File: src/rtl/mmu_job_arbiter.sv
// Arbitrates two host requester channels onto one 2x2 matrix-multiply engine:
// one job at a time, round-robin grant, operand streaming, result capture and drain.
module mmu_job_arbiter #(
  parameter int unsigned TIMEOUT = 64,
  parameter int unsigned TW      = 7
) (
  input  logic       clk,
  input  logic       rst,
  input  logic       req0_valid,
  input  logic [7:0] req0_data,
  input  logic       req0_transpose,
  output logic       req0_ready,
  input  logic       req1_valid,
  input  logic [7:0] req1_data,
  input  logic       req1_transpose,
  output logic       req1_ready,
  output logic       resp_valid,
  output logic [7:0] resp_data,
  output logic       resp_id,
  output logic       resp_last,
  output logic       resp_err,
  input  logic       resp_ready,
  output logic       eng_rst,
  output logic       eng_load_en,
  output logic [7:0] eng_data,
  output logic       eng_transpose,
  input  logic       eng_out_valid,
  input  logic [7:0] eng_out_data,
  output logic       busy
);

  typedef enum logic [2:0] {
    S_IDLE,
    S_GRANT,
    S_LOAD,
    S_WAIT_OUT,
    S_DRAIN
  } state_e;

  state_e          state_q, state_d;
  logic            last_grant_q, last_grant_d;
  logic            id_q, id_d;
  logic            err_q, err_d;
  logic            tr_q, tr_d;
  logic [2:0]      idx_q, idx_d;
  logic [TW-1:0]   tmo_q, tmo_d;
  logic [7:0]      buf_q [8];
  logic [7:0]      buf_d [8];

  logic            sel_valid;
  logic [7:0]      sel_data;
  logic            sel_tr;

  always_comb begin
    sel_valid = id_q ? req1_valid     : req0_valid;
    sel_data  = id_q ? req1_data      : req0_data;
    sel_tr    = id_q ? req1_transpose : req0_transpose;
  end

  always_comb begin
    state_d      = state_q;
    last_grant_d = last_grant_q;
    id_d         = id_q;
    err_d        = err_q;
    tr_d         = tr_q;
    idx_d        = idx_q;
    tmo_d        = tmo_q;
    buf_d        = buf_q;

    req0_ready    = 1'b0;
    req1_ready    = 1'b0;
    resp_valid    = 1'b0;
    resp_data     = '0;
    resp_id       = 1'b0;
    resp_last     = 1'b0;
    resp_err      = 1'b0;
    eng_rst       = 1'b0;
    eng_load_en   = 1'b0;
    eng_data      = '0;
    eng_transpose = tr_q;

    unique case (state_q)
      S_IDLE: begin
        if (req0_valid || req1_valid) begin
          id_d    = (req0_valid && req1_valid) ? ~last_grant_q : req1_valid;
          state_d = S_GRANT;
        end
      end

      S_GRANT: begin
        eng_rst = 1'b1;
        idx_d   = '0;
        err_d   = 1'b0;
        tr_d    = 1'b0;
        state_d = S_LOAD;
      end

      S_LOAD: begin
        req0_ready = ~id_q;
        req1_ready = id_q;
        if (sel_valid) begin
          eng_load_en = 1'b1;
          eng_data    = sel_data;
          idx_d       = idx_q + 3'd1;
          // First byte carries the transpose flag; bypass so the engine sees it with that strobe
          if (idx_q == 3'd0) begin
            tr_d          = sel_tr;
            eng_transpose = sel_tr;
          end
          if (idx_q == 3'd7) begin
            idx_d   = '0;
            tmo_d   = '0;
            state_d = S_WAIT_OUT;
          end
        end
      end

      S_WAIT_OUT: begin
        if (eng_out_valid) begin
          buf_d[idx_q] = eng_out_data;
          idx_d        = idx_q + 3'd1;
          tmo_d        = '0;
          if (idx_q == 3'd7) begin
            idx_d   = '0;
            state_d = S_DRAIN;
          end
        end else if (tmo_q == TW'(TIMEOUT - 1)) begin
          // TIMEOUT silent cycles: report an all-zero errored result instead of a partial one
          err_d = 1'b1;
          for (int unsigned i = 0; i < 8; i++) begin
            buf_d[i] = '0;
          end
          idx_d   = '0;
          state_d = S_DRAIN;
        end else begin
          tmo_d = tmo_q + TW'(1);
        end
      end

      S_DRAIN: begin
        resp_valid = 1'b1;
        resp_data  = buf_q[idx_q];
        resp_id    = id_q;
        resp_err   = err_q;
        resp_last  = (idx_q == 3'd7);
        if (resp_ready) begin
          if (idx_q == 3'd7) begin
            idx_d        = '0;
            last_grant_d = id_q;
            state_d      = S_IDLE;
          end else begin
            idx_d = idx_q + 3'd1;
          end
        end
      end

      default: state_d = S_IDLE;
    endcase
  end

  always_comb begin
    busy = (state_q != S_IDLE);
  end

  always_ff @(posedge clk) begin
    if (rst) begin
      state_q      <= S_IDLE;
      last_grant_q <= 1'b1;
      id_q         <= 1'b0;
      err_q        <= 1'b0;
      tr_q         <= 1'b0;
      idx_q        <= '0;
      tmo_q        <= '0;
      buf_q        <= '{default: '0};
    end else begin
      state_q      <= state_d;
      last_grant_q <= last_grant_d;
      id_q         <= id_d;
      err_q        <= err_d;
      tr_q         <= tr_d;
      idx_q        <= idx_d;
      tmo_q        <= tmo_d;
      buf_q        <= buf_d;
    end
  end

endmodule

File: config.mk
export PLATFORM = sky130hd
export DESIGN_NAME = mmu_job_arbiter
export DESIGN_NICKNAME = d
export VERILOG_FILES = /design/src/rtl/mmu_job_arbiter.sv
export SDC_FILE = /design/constraint.sdc
export NUM_CORES = 1
export LEC_CHECK = 0
export ABC_AREA = 0
export ABC_CLOCK_PERIOD_IN_PS = 1950
export BUFFER_PORTS_ARGS = -buffer_cell sky130_fd_sc_hd__buf_2
export CORE_UTILIZATION = 50
export DETAILED_ROUTE_END_ITERATION = 16
export PLACE_DENSITY_LB_ADDON = 0.3
export SKIP_CTS_REPAIR_TIMING = 1
export SLEW_MARGIN = 20
export SYNTH_ARGS = -nofsm -noshare
export SYNTH_HDL_FRONTEND = slang
export SYNTH_SLANG_ARGS = --single-unit
File: constraint.sdc
create_clock -name clk -period 1.95 [get_ports clk]
set_input_delay 0.195 -clock clk [delete_from_list [all_inputs] [get_ports clk]]
set_output_delay 0.195 -clock clk [all_outputs]
set_load 0.01 [all_outputs]
After elaboration in Yosys (flattened, before gate mapping)
Index checks and enable logic that the tools add are counted.

Flip-flop bits (word level): 81. Input port bits: 32. Output and inout bits: 26. Logic and storage cells: 107.

$add $sub $neg: 2. Magnitude comparators: 2. Eq/ne operators: 16. Multiplexer cells: 51. Bitwise gates (word level): 3. Reduce and logical (&&, ||, !) cells: 18.

Operators with widths (number): 64-bit two-way mux (2); 64-bit bitwise mux (1); 8-bit two-way mux (7); 3-bit two-way mux (13); 7-bit two-way mux (4); 8-bit binary-select mux with 3-bit select (1); 8-bit demux with 3-bit select (1); 1-bit two-way mux (17); 3-bit case mux with 5 select lines (1); 2-bit inequality test, second input constant (7); 7-bit case mux with 2 select lines (1); 3-bit case mux with 4 select lines (1); 3-bit inequality test, second input constant (3); 4-bit AND reduction (2); 2-bit nonzero test (4); 7-bit by 1-bit adder with 7-bit output, second input constant (1); 7-bit by 6-bit equality test with 1-bit output, second input constant (1); 7-bit AND reduction (1); 3-bit by 2-bit equality test with 1-bit output, second input constant (2); 3-bit equality test, second input constant (2); 3-bit zero test (2); 3-bit AND reduction (2); 4-bit greater-or-equal comparator, second input constant (1); 4-bit by 1-bit less-than comparator with 1-bit output, second input constant (1); 10 further kinds (14).

Longest topological paths before layout
Word-level depth: 7. Depth in mapped cells: 8. Mapped depth without buffers: 7.

Worst setup path before layout
OpenSTA, ideal clock, no wires.

Path type: register to register. Start point: reg tmo_q[0]. End point: reg buf_q[56] in the netlist's numbering. Setup time: 0.124 ns. Arrival time: 1.685 ns. Required time: 1.826 ns. Setup slack: 0.140 ns. Cell stages (with the launch flop): 8. Path buffers: 1. Period minus slack after synthesis: 1.810 ns. Path through: dfxtp_1 > ha_1 > nand3_2 > or4_4 > buf_6 > a21oi_1 > nor2_1 > o2bb2ai_1.

Cells in the longest elaborated chain, start to end: 3.

Ends and longest elaborated chain: start, declared (RTL line 46) `logic [TW-1:0] tmo_q, tmo_d;`; start signal, assigned (RTL line 182) `tmo_q <= tmo_d;`; 7-bit by 6-bit equality test with 1-bit output (RTL line 127) `end else if (tmo_q == TW'(TIMEOUT - 1)) begin`; 2-bit nonzero test (no source line); 2-bit AND reduction (no source line); end signal, assigned (RTL line 183) `buf_q <= buf_d;`; end, declared (RTL line 47) `logic [7:0] buf_q [8];`.

Every way passes these cells. A chain may end at the register's enable or synchronous reset.

Final worst setup path
Start point: reg idx_q[0]. End point: out resp_data[1].

Cells in the longest elaborated chain, start to end: 5.

Ends and longest elaborated chain: start, declared (RTL line 45) `logic [2:0] idx_q, idx_d;`; start signal, assigned (RTL line 181) `idx_q <= idx_d;`; 3-bit inverter with 4-bit output (implied by the code) (RTL line 142) `resp_data = buf_q[idx_q];`; 8-bit binary-select mux with 3-bit select (RTL line 142); 8-bit two-way mux (implied by the code) (2 in a row) (RTL line 142); 8-bit two-way mux (RTL line 82) `unique case (state_q)`; end, declared (RTL line 18) `output logic [7:0] resp_data,`.

Every way passes these cells. The select of a mux whose other input is x is not followed.

==> impl_metrics.yaml <==
pwr:
  ir_worst_vdd_mv: 0.470
  p_per_area_nw_per_um2: 846
  p_leak_nw: 1.72
  total_power_mw: 3.99
routing:
  met1_length_mm: 4.84
  route.met3.wl_um: 730
  drt_iter0_drc: 346
  drt-pass1-iter-count: 5
  vias: 3458
  antenna_left: 0
  post-route-drc-count: 0
  top_layer: "met4"
  avgRoutedWirePerCell_um: 18.1
  wl_met2_mm: 4.49
  viasPerCell: 6.08
  routed_wl_mm: 10.3
global_routing:
  grt_pass1_vias: 3152
  gr-usage-all-layers_pct: 26.6
  antenna_found_initial: 0
  grt_pass1_wl_mm: 15.7
  grt_max_degree: 38
  overflow: 0
timing:
  post-route-min-period_ns: 2.07
  fin_crit_sh_pct: 106
  fin_skew_ns: 0.00725
  holdWs_ns: 0.139
  fmax_mhz: 484
  hold_viol_final: 0
  finalWorstSetupSlack_ns: -0.117
  rsz0062_at_grt: "yes"
  slew_violations: 0
  setup_viol_count_final: 8
  tightestPinTransition_ns: 0.747
  timing.slew.headroom_pct: 50.2
synth:
  netlist.top_cell.by_area: "dfxtp_1"
  async_flop_share_pct: 0
  yosysSeqAreaShare_pct: 43.5
  syn_area_sq_um: 3730
  synth_edf_count: 0
  syn_nets: 422
  synth_ff_type: "dfxtp_1"
  synthTopCellsByArea: "dfxtp_1 (43%), o2bb2ai_1 (15%), nand2_1 (3.3%)"
  ys_seq_elements: 81
  ys_warn_count: 0
  syn_inst: 386
  synthDominantCellAreaShare_pct: 43.5
  syn_area_per_cell_sq_um: 9.66
  synth_cell_type_count: 55
clocking:
  cts_buffers: 9
  worstSkewPairLatency_ns: 0.36
  h-tree-depth: 3
  clockBufferDepth: 2
  cts_tree: "built"
  clock-sinks: 81
  cts_root_buffer: "clkbuf_8"
  clk_pin_slew_ns: 0.09
worst_setup_path:
  cp.arrival_ns: 1.87
  critical_path_class: "reg2out"
  reg2reg_slack_ns: 0.06
  start_kind: "flip-flop"
  critPathMaxFanout: 10
  required_ns: 1.75
  cp-end-kind: "primary output"
floorplan:
  core_sq_um: 7210
  start_util_pct: 51.7
  die_w_um: 88.4
  std_cell_rows: 31
  dieArea_sq_um: 7810
  die_h_um: 88.4
  pin_count: 58
run:
  maxCapViolCount: 0
placed_design:
  pre_cts_ws_ns: 0.0362
  dp_hpwl_mm: 6.80
  port_buffers: 57
  placed_area_sq_um: 4240
  gp_congestion: 0.882
finish:
  fillers: 580
  finalNetCount: 501
  area_growth_pct: 26.6
  diodes: 0
  layout-drive-gt1-share_pct: 36.0
  final_cell_area_sq_um: 4720
outcome:
  status: "finished, violations left"
  violations: "setup timing"
hold_path:
  min_path_type: "in2reg"
[cells by family (layout without fill, tap and decap cells)]
group | after synthesis | after routing | share of synthesized area, %
AND/OR/NAND/NOR | 111 | 112 | 16.0
multiplexers | 14 | 14 | 3.93
adder cells (fa/ha/maj) | 4 | 4 | 1.34
AO/OA/AOI/OAI | 141 | 141 | 31.0
buffers and inverters | 35 | 118 | 4.19
flip-flops | 81 | 81 | 43.5
[final cells by class]
class                   count  area (sq um)  share of cell area (%)
clock inverters             6          75.1                    1.59
multi-input cells         271          2120                    44.9
well taps                  99           124                    2.62
clock buffers              10           138                    2.91
inverters                   6          22.5                   0.477
repair buffers             96           606                    12.8
flip-flops and latches     81          1640                    34.6
[synth_stat cells, types with 2 or more instances]
cell and number:
a221oi_1 8, nor2_2 2, a22oi_1 16, inv_1 4
o21ai_0 5, or3_1 2, clkbuf_1 8, buf_2 8
nor3_2 2, buf_1 10, a22o_1 8, and2_1 5
a31oi_1 10, mux2i_1 11, o31ai_1 2, nand3_1 5
nand2b_1 13, nor3_1 5, buf_4 2, a311oi_2 2
nor2_1 25, and3b_1 3, dfxtp_1 81, nor3b_2 4
inv_2 2, nand2_1 33, o2bb2ai_1 64, a21oi_1 14
nor3b_1 3, ha_1 4
[metrics by stage]
stage                     utilization (%)  std cells  setup TNS (ns)
after floorplan                         -        386               0
after global placement               58.7        544               0
after detailed placement             58.7        544               0
after CTS                            61.7        560           -2.42
after global routing                 65.5        569           -1.41
final                                65.5        569          -0.664
[layout by cell type (no fill, tap or decap), types with 3 or more instances in the layout]
master / count
o21ai_0: 4
clkbuf_8: 10
buf_2: 57
nand3_1: 5
a31oi_1: 9
buf_4: 34
a21oi_1: 12
and3b_2: 3
nor2_2: 8
nor3_1: 4
ha_1: 3
inv_1: 4
buf_6: 4
nor2_1: 19
a22o_1: 7
o2bb2ai_1: 64
nand2_2: 3
dfxtp_4: 3
a221oi_2: 6
a22oi_1: 16
dfxtp_1: 76
mux2i_1: 11
nor3b_2: 4
nand2b_1: 13
nand2_1: 31
and2_1: 5
[critical path, cell delays in order (launching register included)]
cell,delay [ns]
dfxtp_4,0.37
buf_4,0.14
nor3b_4,0.23
buf_12,0.17
a22o_1,0.23
a221oi_4,0.05
a31oi_1,0.16
buf_2,0.15
[sequential cells by signal, summed over array words and instances, names as in the netlist]
register      cells
err_q             1
state_q           3
last_grant_q      1
tr_q              1
idx_q             3
buf_q            64
id_q              1
tmo_q             7
[layer usage]
layer  GRT usage, %  vias up
met5              0        -
met4           9.38        0
met3           7.37       21
met2           39.4      156
met1           37.0     1644
li1               -     1637
[final timing paths]
check / startpoint / endpoint / cells past startpoint
worst min register to register: buf_q[32] / buf_q[32] / 1
worst min-delay path: resp_ready / last_grant_q / 2
worst max register to register: tmo_q[0] / buf_q[42] / 6
worst max-delay path: idx_q[0] / resp_data[1] / 7
[power breakdown]
part	total (mW)	internal (mW)	switching [mW]
Clock	1.30	0.644	0.659
Sequential	1.77	1.70	0.0747
Combinational	0.917	0.413	0.504
Total	3.99	2.76	1.24
(Power assumes the default switching activity.)
